<file path="config.mk">
export PLATFORM = sky130hd
export DESIGN_NAME = mac_accum_block
export DESIGN_NICKNAME = d
export VERILOG_FILES = /design/src/rtl/mac_accum_block.sv
export SDC_FILE = /design/constraint.sdc
export NUM_CORES = 1
export LEC_CHECK = 0
export CAP_MARGIN = 10
export CORE_MARGIN = 1
export CORE_UTILIZATION = 60
export CTS_CLUSTER_DIAMETER = 150
export DETAILED_ROUTE_END_ITERATION = 8
export GPL_TIMING_DRIVEN = 0
export PLACE_DENSITY = 0.81
export SLEW_MARGIN = 30
export SYNTH_ARGS = -nofsm -noshare
export SYNTH_HDL_FRONTEND = slang
export SYNTH_SLANG_ARGS = --single-unit
</file>
<file path="constraint.sdc">
create_clock -name clk -period 3.59 [get_ports clk]
set_clock_uncertainty 0.05 [all_clocks]
set_input_delay 0.359 -clock clk [delete_from_list [all_inputs] [get_ports clk]]
set_output_delay 0.359 -clock clk [all_outputs]
set_load 0.05 [all_outputs]
</file>
<file path="src/rtl/mac_accum_block.sv">
// Multiply-accumulate block: sums weight_n weight*activation products, adds a bias and rescales to the shared fixed-point format.
// Optional build macro MAC_ACCUM_SATURATE_EN clamps the result to the output range; otherwise the result wraps.
module mac_accum_block #(
   parameter int weight_n   = 5,
   parameter int data_width = 16,
   parameter int frac_bits  = 8
) (
   input  logic                         clk,
   input  logic                         rst_n,
   input  logic                         in_valid,
   output logic                         in_ready,
   input  logic signed [data_width-1:0] weight_in,
   input  logic signed [data_width-1:0] act_in,
   input  logic signed [data_width-1:0] bias_in,
   output logic signed [data_width-1:0] sum_out,
   output logic                         out_valid,
   output logic                         busy
);

   localparam int PROD_W = 2 * data_width;
   localparam int ACC_W  = 2 * data_width + $clog2(weight_n) + 1;
   localparam int SUM_W  = ACC_W + 1;
   localparam int CNT_W  = $clog2(weight_n + 1);
   localparam logic [CNT_W-1:0] LAST_CNT = CNT_W'(weight_n);

   typedef enum logic [1:0] {
      IDLE,
      ACCUM,
      FINISH
   } state_t;

   state_t                    state, state_next;
   logic signed [ACC_W-1:0]   acc, acc_next;
   logic        [CNT_W-1:0]   count, count_next, count_inc;
   logic signed [PROD_W-1:0]  product;
   logic signed [ACC_W-1:0]   prod_ext;
   logic signed [SUM_W-1:0]   bias_scaled, sum_full, r;
   logic        [data_width-1:0] result;

   assign product   = weight_in * act_in;
   assign prod_ext  = {{(ACC_W-PROD_W){product[PROD_W-1]}}, product};
   assign count_inc = count + CNT_W'(1);

   always_ff @(posedge clk or negedge rst_n) begin
      if (!rst_n) begin
         state <= IDLE;
         acc   <= '0;
         count <= '0;
      end else begin
         state <= state_next;
         acc   <= acc_next;
         count <= count_next;
      end
   end

   always_comb begin
      state_next = state;
      acc_next   = acc;
      count_next = count;
      in_ready   = 1'b1;
      busy       = 1'b1;
      case (state)
         IDLE: begin
            busy = 1'b0;
            if (in_valid) begin
               acc_next   = prod_ext;
               count_next = CNT_W'(1);
               state_next = (weight_n == 1) ? FINISH : ACCUM;
            end
         end
         ACCUM: begin
            if (in_valid) begin
               acc_next   = acc + prod_ext;
               count_next = count_inc;
               if (count_inc == LAST_CNT) begin
                  state_next = FINISH;
               end
            end
         end
         FINISH: begin
            in_ready   = 1'b0;
            state_next = IDLE;
         end
         default: begin
            state_next = IDLE;
         end
      endcase
   end

   // Bias is lifted into the product's fixed-point scale before the arithmetic rescale (floor rounding).
   assign bias_scaled = {{(SUM_W-data_width){bias_in[data_width-1]}}, bias_in} <<< frac_bits;
   assign sum_full    = {acc[ACC_W-1], acc} + bias_scaled;
   assign r           = sum_full >>> frac_bits;

`ifdef MAC_ACCUM_SATURATE_EN
   logic in_range;
   assign in_range = (&r[SUM_W-1:data_width-1]) | ~(|r[SUM_W-1:data_width-1]);
   assign result   = in_range ? r[data_width-1:0]
                   : (r[SUM_W-1] ? {1'b1, {(data_width-1){1'b0}}}
                                 : {1'b0, {(data_width-1){1'b1}}});
`else
   logic unused_r_hi;
   assign result      = r[data_width-1:0];
   assign unused_r_hi = ^r[SUM_W-1:data_width];
`endif

   always_ff @(posedge clk or negedge rst_n) begin
      if (!rst_n) begin
         sum_out   <= '0;
         out_valid <= 1'b0;
      end else begin
         out_valid <= (state == FINISH);
         if (state == FINISH) begin
            sum_out <= result;
         end
      end
   end

endmodule

</file>
# After elaboration in Yosys (flattened, before gate mapping)
# Index checks and enable logic that the tools add are counted.
dict set report classes {
  div 0
  n_mul 1
  bitwise_logic 0
  mux 12
  shifts 0
  reduce_logical 4
  n_eq_ne 6
  magnitude_cmp 0
  n_addsub 3
}
# operator n
set op_table {}
lappend op_table {{2-to-1 mux 36 bit} 2}
lappend op_table {{one-hot mux 36 bit (2 select lines)} 1}
lappend op_table {{adder 36 x 32 -> 36 bit} 1}
lappend op_table {{multiplier 16 x 16 -> 32 bit} 1}
lappend op_table {{adder 24 bit} 1}
lappend op_table {{2-to-1 mux 2 bit} 3}
lappend op_table {{2-to-1 mux 3 bit} 2}
lappend op_table {{inequality test 2 bit (second input constant)} 3}
lappend op_table {{one-hot mux 3 bit (2 select lines)} 1}
lappend op_table {{AND reduction 3 bit} 2}
lappend op_table {{one-hot mux 2 bit (2 select lines)} 1}
lappend op_table {{adder 3 x 1 -> 3 bit (second input constant)} 1}
lappend op_table {{equality test 3 bit (second input constant)} 1}
lappend op_table {{equality test 2 x 1 -> 1 bit (second input constant)} 1}
lappend op_table {{equality test 2 bit (second input constant)} 1}
lappend op_table {{logical NOT 2 bit} 1}
lappend op_table {{2-to-1 mux 1 bit} 2}
lappend op_table {{nonzero test 2 bit} 1}
dict set report totals {
  ram_bits 0
  rom_bits 0
  input_bits 51
  out_inout_bits 19
  wordCells 31
  register_bits 58
  latch_bits 0
  mem_count 0
}

# Depth between registers and ports, before layout
# Gate-level depths: netlist of the first run.
dict set report depth {
  depth_word 5
  mapped_depth 32
  ltp_nobuf 30
}

# Worst setup path after synthesis of the first run
# No wires, ideal clock.
dict set report synth_path {
  path_kind {input port to flip-flop}
  startpoint {in act_in[7]}
  endpoint {reg acc[22]}
  setup_slack_ps -3622
  setup_time_ps 137
  t_arrival_ps 7026
  cell_stages 31
  n_path_buf 2
  required_ps 3403
  cell_sequence {clkbuf_1 clkbuf_1 nand2_1 fa_1 inv_1 fa_1 inv_1 fa_1 inv_1 fa_1 fa_1 inv_1 fa_1 inv_1 ha_1 nand4_1 a211oi_1 o41a_1 nor2_1 nand2_1 a21oi_1 xnor2_1 ha_1 and3_1 a31oi_1 o21ai_0 o41ai_1 o21ai_0 xor2_1 mux2i_1 a21oi_1}
}
dict set report synth_via {
  elab_chain_cells 4
  elab_cells_between_ends 5
  cone_classes {add/sub: 1; mul: 1; mux: 3}
}
# item line_no
set synth_rtl {}
lappend synth_rtl {{start, declared} 13} ;# input logic signed [data_width-1:0] act_in,
lappend synth_rtl {{multiplier 16 x 16 -> 32 bit (*)} 40} ;# assign product = weight_in * act_in;
lappend synth_rtl {{adder 36 x 32 -> 36 bit} 73} ;# acc_next = acc + prod_ext;
lappend synth_rtl {{2-to-1 mux 36 bit} 72} ;# if (in_valid) begin
lappend synth_rtl {{one-hot mux 36 bit (2 select lines) (*)} 62} ;# case (state)
lappend synth_rtl {{end signal, assigned} 51} ;# acc <= acc_next;
lappend synth_rtl {{end, declared} 33} ;# logic signed [ACC_W-1:0] acc, acc_next;
# Mark *: on every way between the ends. The rest lies on a longest branch, timed or not. The select of a mux whose other input is x is not followed.
# A chain may end at the register's enable or synchronous reset.

# Worst setup path in the final report of the first run
dict set report layout_path {
  startpoint {in weight_in[9]}
  endpoint {reg acc[23]}
}
dict set report layout_via {
  elab_chain_cells 4
  elab_cells_between_ends 5
  cone_classes {add/sub: 1; mul: 1; mux: 3}
}
# item line_no
set layout_rtl {}
lappend layout_rtl {{start, declared} 12} ;# input logic signed [data_width-1:0] weight_in,
lappend layout_rtl {{multiplier 16 x 16 -> 32 bit (*)} 40}
lappend layout_rtl {{adder 36 x 32 -> 36 bit} 73}
lappend layout_rtl {{2-to-1 mux 36 bit} 72}
lappend layout_rtl {{one-hot mux 36 bit (2 select lines) (*)} 62}
# Marked as above.

==> results of run 1 <==
## registers in the layout, indices dropped and copies added (netlist names)
name	cells
acc	24
sum_out	16
count	3
state	2
out_valid	1
## through the flow
step                hold WS (ns)  worst slack, ns  utilization [%]  TNS (ns)  std cells
floorplan                 0.0134            -3.06                -    -38.09       1327
CTS                       0.0557            -3.23             76.5    -42.40       1714
finish                    0.0176            -3.72             81.3    -49.90       1755
global placement           0.411            -4.33             69.2    -61.81       1625
global route              0.0732            -3.87             81.3    -52.13       1755
detailed placement         0.369            -4.36             69.1    -62.72       1625
## synthesized netlist by cell type, types with 4 or more instances
cell	number	area [µm²]
inv_1	272	1020
fa_1	189	3780
nand2_1	174	653
ha_1	114	1430
and2_1	112	701
o21ai_0	65	325
a21oi_1	48	240
dfrtp_1	46	1150
xnor2_1	43	377
clkbuf_1	42	158
nor2_1	35	131
xor2_1	21	184
nor3_1	16	80.1
a21o_1	12	90.1
nand3_1	12	60.1
mux2i_1	11	110
nand2b_1	10	62.6
a211oi_1	9	67.6
nor2b_1	8	50.1
o21a_1	8	60.1
or3_1	7	43.8
o21bai_1	6	45.0
a31oi_1	5	31.3
and3_1	5	31.3
o31ai_1	5	37.5
o31a_1	4	35.0
## final timing paths
kind	startpoint	endpoint	slack, ns	cells after the start
worst min register to register	sum_out[13]	sum_out[13]	0.43	2
worst min-delay path	rst_n	acc[2]	0.02	1
worst max-delay path	weight_in[9]	acc[23]	-3.72	30
min in group clk	sum_out[13]	sum_out[13]	0.43	2
max in group asynchronous	rst_n	acc[18]	2.99	1
worst max register to register	acc[0]	acc[20]	0.42	11
## timing repair
action                                  CTS  global route
endpoints found under the setup margin   21            20
pin swaps                                88            87
gates resized for setup                 254           139
setup buffers                            81            41
gates cloned                              1             1
## area by class of cell
class	instances	area, µm²
timing repair buffer	187	1760
fill	982	3490
sequential	46	1150
clock buffer	6	129
multi-input combinational	964	10200
tap	234	293
inverter	272	1030
clock inverter	2	37.5
buffer	44	542
## cells by family (layout without fill, tap and decap cells)
group           Yosys count  count (layout)  synth area share, %
xor+xnor                 65              65                 5.12
simple gates            393             393                 16.9
compound gates          192             192                 10.7
buf+inv                 317             511                 10.5
mux                      11              11                0.967
flops                    46              46                 10.1
fa+ha+maj               303             303                 45.7
## per-layer routing
layer | up-vias | wire, µm | track usage [%]
met5 | - | 0 | 0
met4 | 0 | 2880 | 12.4
met3 | 281 | 3370 | 4.78
met2 | 724 | 19100 | 60.2
met1 | 5247 | 13500 | 43.0
li1 | 4537 | - | -
==> impl_metrics.ini, run 1 <==
[status]
status = complete, but fails checks
violations = setup timing

[floorplanning]
die_w_um = 140
die_y_um = 140
initial_utilization_pct = 61.1
io_pins = 70
die_area_um2 = 19500
core_um2 = 18600
num_rows = 50

[yosys]
synth-main-ff-cell = dfrtp_1
syn_inst = 1327
synth.cell_area_um2 = 11400
syn_nets = 1681
syn_area_per_cell_um2 = 8.58
synth-edff-count = 0
async_flop_share_pct = 100
synth_cell_type_count = 60
ys_ff_latch = 46
yosysSeqAreaShare_pct = 10.1
yosysWarnings = 0

[grt]
track_usage_pct = 34.3
grt_pass1_wl_um = 52200
grt_pass1_vias = 10637
grt_max_degree = 47
antenna_found_initial = 0
gr-total-overflow = 0

[route]
dr.pass1.iters = 7
drt-initial-drc-count = 1116
vias = 10789
ant_nets = 0
viasPerCell = 6.15
wl_per_cell_um = 22.1
wl_um = 38800
route.detailed.drc = 0

[clocking]
clock-sinks = 46
cts_buffer_depth = 2
htree_levels = 2
clockRootBuffer = clkbuf_16
cts_tree = done
clock_latency_ns = 0.32
clk_pin_slew_ns = 0.09
cts_hold_buf = 0
numCtsBuffers = 5

[place]
dp_hpwl_um = 22700
placed_cell_area_um2 = 12900
io_buffer_count = 64
place_congestion = 0.916

[sta]
fmaxAchievable_mhz = 137
fin_crit_ns = 7.31
setup_slack_ns = -3.72
finalHoldViolCount = 0
rsz0062_at_grt = yes
worstMarginPinSlew_ns = 0.750
period_share_pct = 204
finalMaxSlewViolations = 0
slew-limit-headroom_pct = 49.8
setup_violations = 19

[flow_run]
max_cap_violations = 0

[cells_and_area]
drive_above_1_share_pct = 25.0
antenna_cells = 0
final_common_cell = inv_1
final_nets = 1874
area_growth_syn_to_layout_pct = 33.0
mostFrequentLayoutCells = 241 x inv_1, 176 x fa_1, 162 x nand2_1, 99 x and2_1, 96 x buf_4
stdcell_area_um2 = 15100

[critical_path]
critPathMaxStageDelay_ns = 0.59
crit_type = in2reg
critPathLaunchType = primary input
arrival_ns = 7.49
slowest_stage = fa_2
worst_ep_required_time_ns = 3.77
path_buf_inv = 8
crit_fanout = 5
worstSetupEndpointType = register
critical_path.top_delay_family = adder cells

[worst_hold_path]
worstHoldPathType = in2async
Power of run 1 is left out: the tool's default activity adds up to more than one toggle a clock period on the data nets, which glitch-free logic cannot reach.
==> inputs of run 2 (changes only) <==
--- a/config.mk
+++ b/config.mk
@@ -8,10 +8,12 @@
 export CAP_MARGIN = 10
 export CORE_MARGIN = 1
 export CORE_UTILIZATION = 60
+export CTS_BUF_LIST = sky130_fd_sc_hd__clkbuf_8
 export CTS_CLUSTER_DIAMETER = 150
 export DETAILED_ROUTE_END_ITERATION = 8
+export DONT_BUFFER_PORTS = 1
 export GPL_TIMING_DRIVEN = 0
-export PLACE_DENSITY = 0.81
+export PLACE_DENSITY = 0.77
 export SLEW_MARGIN = 30
 export SYNTH_ARGS = -nofsm -noshare
 export SYNTH_HDL_FRONTEND = slang
==> impl_metrics.ini, run 2 (synthesis gave the netlist of run 1 again) <==
[status]
status = complete, but fails checks
violations = setup timing

[cells_and_area]
drive_above_1_share_pct = 19.4
antenna_cells = 0
largest_reg_flops = 24
mostFrequentLayoutCells = 248 x inv_1, 176 x fa_1, 158 x nand2_1, 98 x and2_1, 79 x ha_1
top_regs = acc (24), sum_out (16), count (3)
final_common_cell = inv_1
area_growth_syn_to_layout_pct = 19.1
final_nets = 1742
postLayoutCoreUtil_pct = 72.8
stdcell_area_um2 = 13600
largest_register = acc
fill_cells = 1348

[route]
wl_met2_um = 14500
wl_um = 29500
dr.max_layer_used = met4
ant_nets = 0
met3_length_um = 2020
drt-initial-drc-count = 720
route.detailed.drc = 0
met1_length_um = 11800
wl_per_cell_um = 18.2
dr.pass1.iters = 5
viasPerCell = 5.81
vias = 9430

[worst_hold_path]
hp-start = in_valid
worstHoldPathType = in2reg
min_to = state[0]
whs_path_depth = 1

[clocking]
cts_buffer_depth = 2
cts_tree = done
clock-sinks = 46
clock_latency_ns = 0.32
clockRootBuffer = clkbuf_8
htree_levels = 2
numCtsBuffers = 5
clk_pin_slew_ns = 0.09

[place]
io_buffer_count = 0
dp_hpwl_um = 22200
placed_cell_area_um2 = 12300
dp_slack_ns = -3.75
place_congestion = 0.890

[critical_path]
crit_fanout = 4
critPathMaxStageDelay_ns = 0.52
arrival_ns = 6.94
r2r-end = acc[10]
worst_ep_required_time_ns = 3.73
worstSetupEndpointType = register
crit_type = in2reg
slowest_stage = fa_1
ff2ff_path_depth = 12
worst_path_most_repeated_cell = fa_1
r2r_setup_slack_ns = 0.59
critPathLaunchType = primary input
r2r_start = acc[0]

[floorplanning]
initial_utilization_pct = 61.1
io_pins = 70
die_y_um = 140
num_rows = 50
die_area_um2 = 19500
core_um2 = 18600
die_w_um = 140

[sta]
slew-limit-headroom_pct = 31.4
fin_crit_ns = 6.80
setup_slack_ns = -3.21
finalMaxSlewViolations = 0
worstMarginPinSlew_ns = 1.03
rsz0062_at_grt = yes
finalHoldViolCount = 0
fmaxAchievable_mhz = 147
period_share_pct = 190
setup_violations = 18

[grt]
antenna_found_initial = 1
grt_pass1_vias = 9803
grt_pass1_wl_um = 47700
track_usage_pct = 31.2
gr-total-overflow = 0
grt_max_degree = 47

[flow_run]
max_cap_violations = 0
run 2: cell types whose count changed in the layout (fill, tap and decap cells not counted), sizes merged:
cell           before  now
clkdlybuf4s50      37    0
clkinvlp            1    0
clkdlybuf4s15       3    0
buf               154   64
dlygate4sd3         0    1
clkbuf             43   40
run 2: worst max-delay path, delay by kind of cell:
family                   cells  cell delay (ns)
AND/OR/NAND/NOR              5             0.90
AO/OA/AOI/OAI                7             1.66
adder cells (fa/ha/maj)      8             3.24
buffers and inverters        9             0.77
run 2: area by class of cell:
type	count	area [µm²]	share of cell area, %
inverters	272	1020	7.54
repair buffers	54	475	3.50
multi-input cells	964	9990	73.7
well taps	234	293	2.16
clock inverters	1	30.0	0.221
clock buffers	6	82.6	0.609
plain buffers	45	518	3.82
flip-flops and latches	46	1150	8.49
run 2: repair_timing:
| action | 4_1_cts | 5_1_grt |
|---|---|---|
| hold buffers | 2 | 0 |
| pin swaps | 61 | 43 |
| setup endpoints to repair | 18 | 18 |
| endpoints found under the hold margin | 46 | 0 |
| resized for setup | 102 | 71 |
| setup buffers | 38 | 14 |
run 2: how the worst max path moves through the flow:
stage                        from      end  slack (ns)  cells after the start
finish                  act_in[7]  acc[23]       -3.21                     29
global route            act_in[7]  acc[23]       -3.45                     29
CTS                     act_in[7]  acc[22]       -3.09                     31
detailed placement  weight_in[12]  acc[22]       -3.75                     28
global placement    weight_in[12]  acc[22]       -3.69                     28
floorplan            weight_in[9]  acc[22]       -3.06                     30
run 2: stage by stage:
stage / std cells / hold slack, ns / TNS, ns
finish: 1622 / 0.114 / -39.60
global route: 1622 / 0.105 / -43.10
CTS: 1608 / 0.109 / -37.85
detailed placement: 1561 / 0.0141 / -48.24
global placement: 1561 / 0.0143 / -47.02
floorplan: 1327 / 0.0134 / -38.09
run 2: metal layers:
metal	vias to the layer above	track usage (%)
li1	4263	-
met1	4698	41.0
met2	362	53.5
met3	107	4.54
met4	0	9.25
met5	-	0
Power of run 2 is left out for the same reason.
==> inputs of run 3 (changes only) <==
--- a/config.mk
+++ b/config.mk
@@ -14,6 +14,7 @@
 export DONT_BUFFER_PORTS = 1
 export GPL_TIMING_DRIVEN = 0
 export PLACE_DENSITY = 0.77
+export SETUP_SLACK_MARGIN = 0.4
 export SLEW_MARGIN = 30
 export SYNTH_ARGS = -nofsm -noshare
 export SYNTH_HDL_FRONTEND = slang
==> impl_metrics.ini, run 3 (synthesis gave the netlist of run 1 again) <==
[floorplanning]
core_um2 = 18600
die_area_um2 = 19500
io_pins = 70
num_rows = 50
die_y_um = 140
die_w_um = 140
initial_utilization_pct = 61.1

[critical_path]
critPathLaunchType = primary input
crit_fanout = 4
worst_ep_required_time_ns = 3.71
crit_type = in2reg
critPathMaxStageDelay_ns = 0.55
worst_path_most_repeated_cell = fa_1
arrival_ns = 7.15
worstSetupEndpointType = register
slowest_stage = fa_1

[cells_and_area]
largest_reg_flops = 24
antenna_cells = 0
top_regs = acc (24), sum_out (16), count (3)
mostFrequentLayoutCells = 256 x inv_1, 181 x fa_1, 163 x nand2_1, 100 x and2_1, 74 x ha_1
register_area_um2 = 1150
final_nets = 1739
drive_above_1_share_pct = 18.0
area_growth_syn_to_layout_pct = 19.6
multi_input_comb_area_um2 = 10100
postLayoutCoreUtil_pct = 73.1
largest_register = acc
final_common_cell = inv_1
fill_cells = 1328

[sta]
rsz0062_at_grt = yes
finalHoldViolCount = 0
period_share_pct = 196
setup_slack_ns = -3.44
fmaxAchievable_mhz = 142
finalMaxSlewViolations = 0
fin_crit_ns = 7.03
slew-limit-headroom_pct = 30.3
tns_ns = -41.97
setup_violations = 18
worstMarginPinSlew_ns = 1.04

[place]
io_buffer_count = 0
dp_hpwl_um = 22600
place_congestion = 0.906

[grt]
grt_pass1_wl_um = 47800
antenna_found_initial = 0
gr-total-overflow = 0
track_usage_pct = 31.3
grt_pass1_vias = 9780
grt_max_degree = 47

[clocking]
cts_tree = done
clock_latency_ns = 0.32
numCtsBuffers = 5
htree_levels = 2
cts_buffer_depth = 2
clk_pin_slew_ns = 0.09
clockRootBuffer = clkbuf_8
clock-sinks = 46

[route]
vias = 9371
drt-initial-drc-count = 647
wl_per_cell_um = 18.7
dr.pass1.iters = 6
ant_nets = 0
route.detailed.drc = 0
viasPerCell = 5.78
wl_um = 30300

[status]
status = complete, but fails checks
violations = setup timing

[flow_run]
max_cap_violations = 0

[worst_hold_path]
worstHoldPathType = in2reg
==> run 3: changes by cell type in the layout (fill, tap and decap cells not counted), moves of 6 or more <==
cell	before	now
buf_4	45	35
ha_4	27	35
inv_1	248	256
inv_2	23	17
==> run 3: worst paths after layout <==
| path | startpoint | to | slack, ns | cells after the start |
|---|---|---|---|---|
| worst max-delay path | act_in[7] | acc[23] | -3.44 | 32 |
| worst min-delay path | in_valid | state[0] | 0.13 | 1 |
| worst max register to register | acc[9] | sum_out[15] | 0.55 | 10 |
| worst min register to register | acc[3] | acc[3] | 0.45 | 2 |
| max in group asynchronous | rst_n | acc[17] | 2.75 | 2 |
| min in group asynchronous | rst_n | acc[3] | 0.49 | 2 |
==> run 3: final cells by class <==
| class | count | share of cell area (%) |
|---|---|---|
| Buffer | 45 | 3.97 |
| Clock buffer | 6 | 0.606 |
| Clock inverter | 2 | 0.0643 |
| Inverter | 272 | 7.49 |
| Multi-Input combinational cell | 964 | 73.8 |
| Sequential cell | 46 | 8.45 |
| Tap cell | 234 | 2.15 |
| Timing Repair Buffer | 51 | 3.45 |
==> run 3: metrics by stage <==
stage | cell area [µm²] | setup slack [ns] | hold WS [ns] | instances
floorplan | 12100 | -3.06 | 0.0134 | 1327
global placement | 12400 | -3.69 | 0.0143 | 1561
detailed placement | 12400 | -3.84 | 0.0147 | 1561
CTS | 13300 | -3.27 | 0.124 | 1604
global route | 13600 | -3.59 | 0.129 | 1620
finish | 13600 | -3.44 | 0.129 | 1620
==> run 3: worst max-delay path, delay by kind of cell <==
kind,cells,cell delay [ns]
AOI/OAI and AO/OA,8,1.49
buffers and inverters,8,0.64
and+or+nand+nor,7,0.82
xor gates and xnor gates,1,0.14
adders and majority gates,8,3.67
==> run 3: timing repair <==
| action | 4_1_cts | 5_1_grt |
|---|---|---|
| endpoints found under the setup margin | 19 | 19 |
| gates resized for setup | 93 | 52 |
| hold buffers | 2 | 0 |
| setup buffers | 33 | 16 |
| endpoints found under the hold margin | 46 | 0 |
| pin swaps | 60 | 43 |
==> run 3: layer usage <==
layer | up-vias | track usage (%) | part of all wire (%) | wire [µm]
met2 | 338 | 54.4 | 49 | 14900
met4 | 0 | 8.39 | 3.4 | 1030
met5 | - | 0 | 0 | 0
met1 | 4693 | 40.2 | 41 | 12400
li1 | 4255 | - | - | -
met3 | 85 | 5.57 | 6.3 | 1920
Power of run 3 is left out for the same reason.
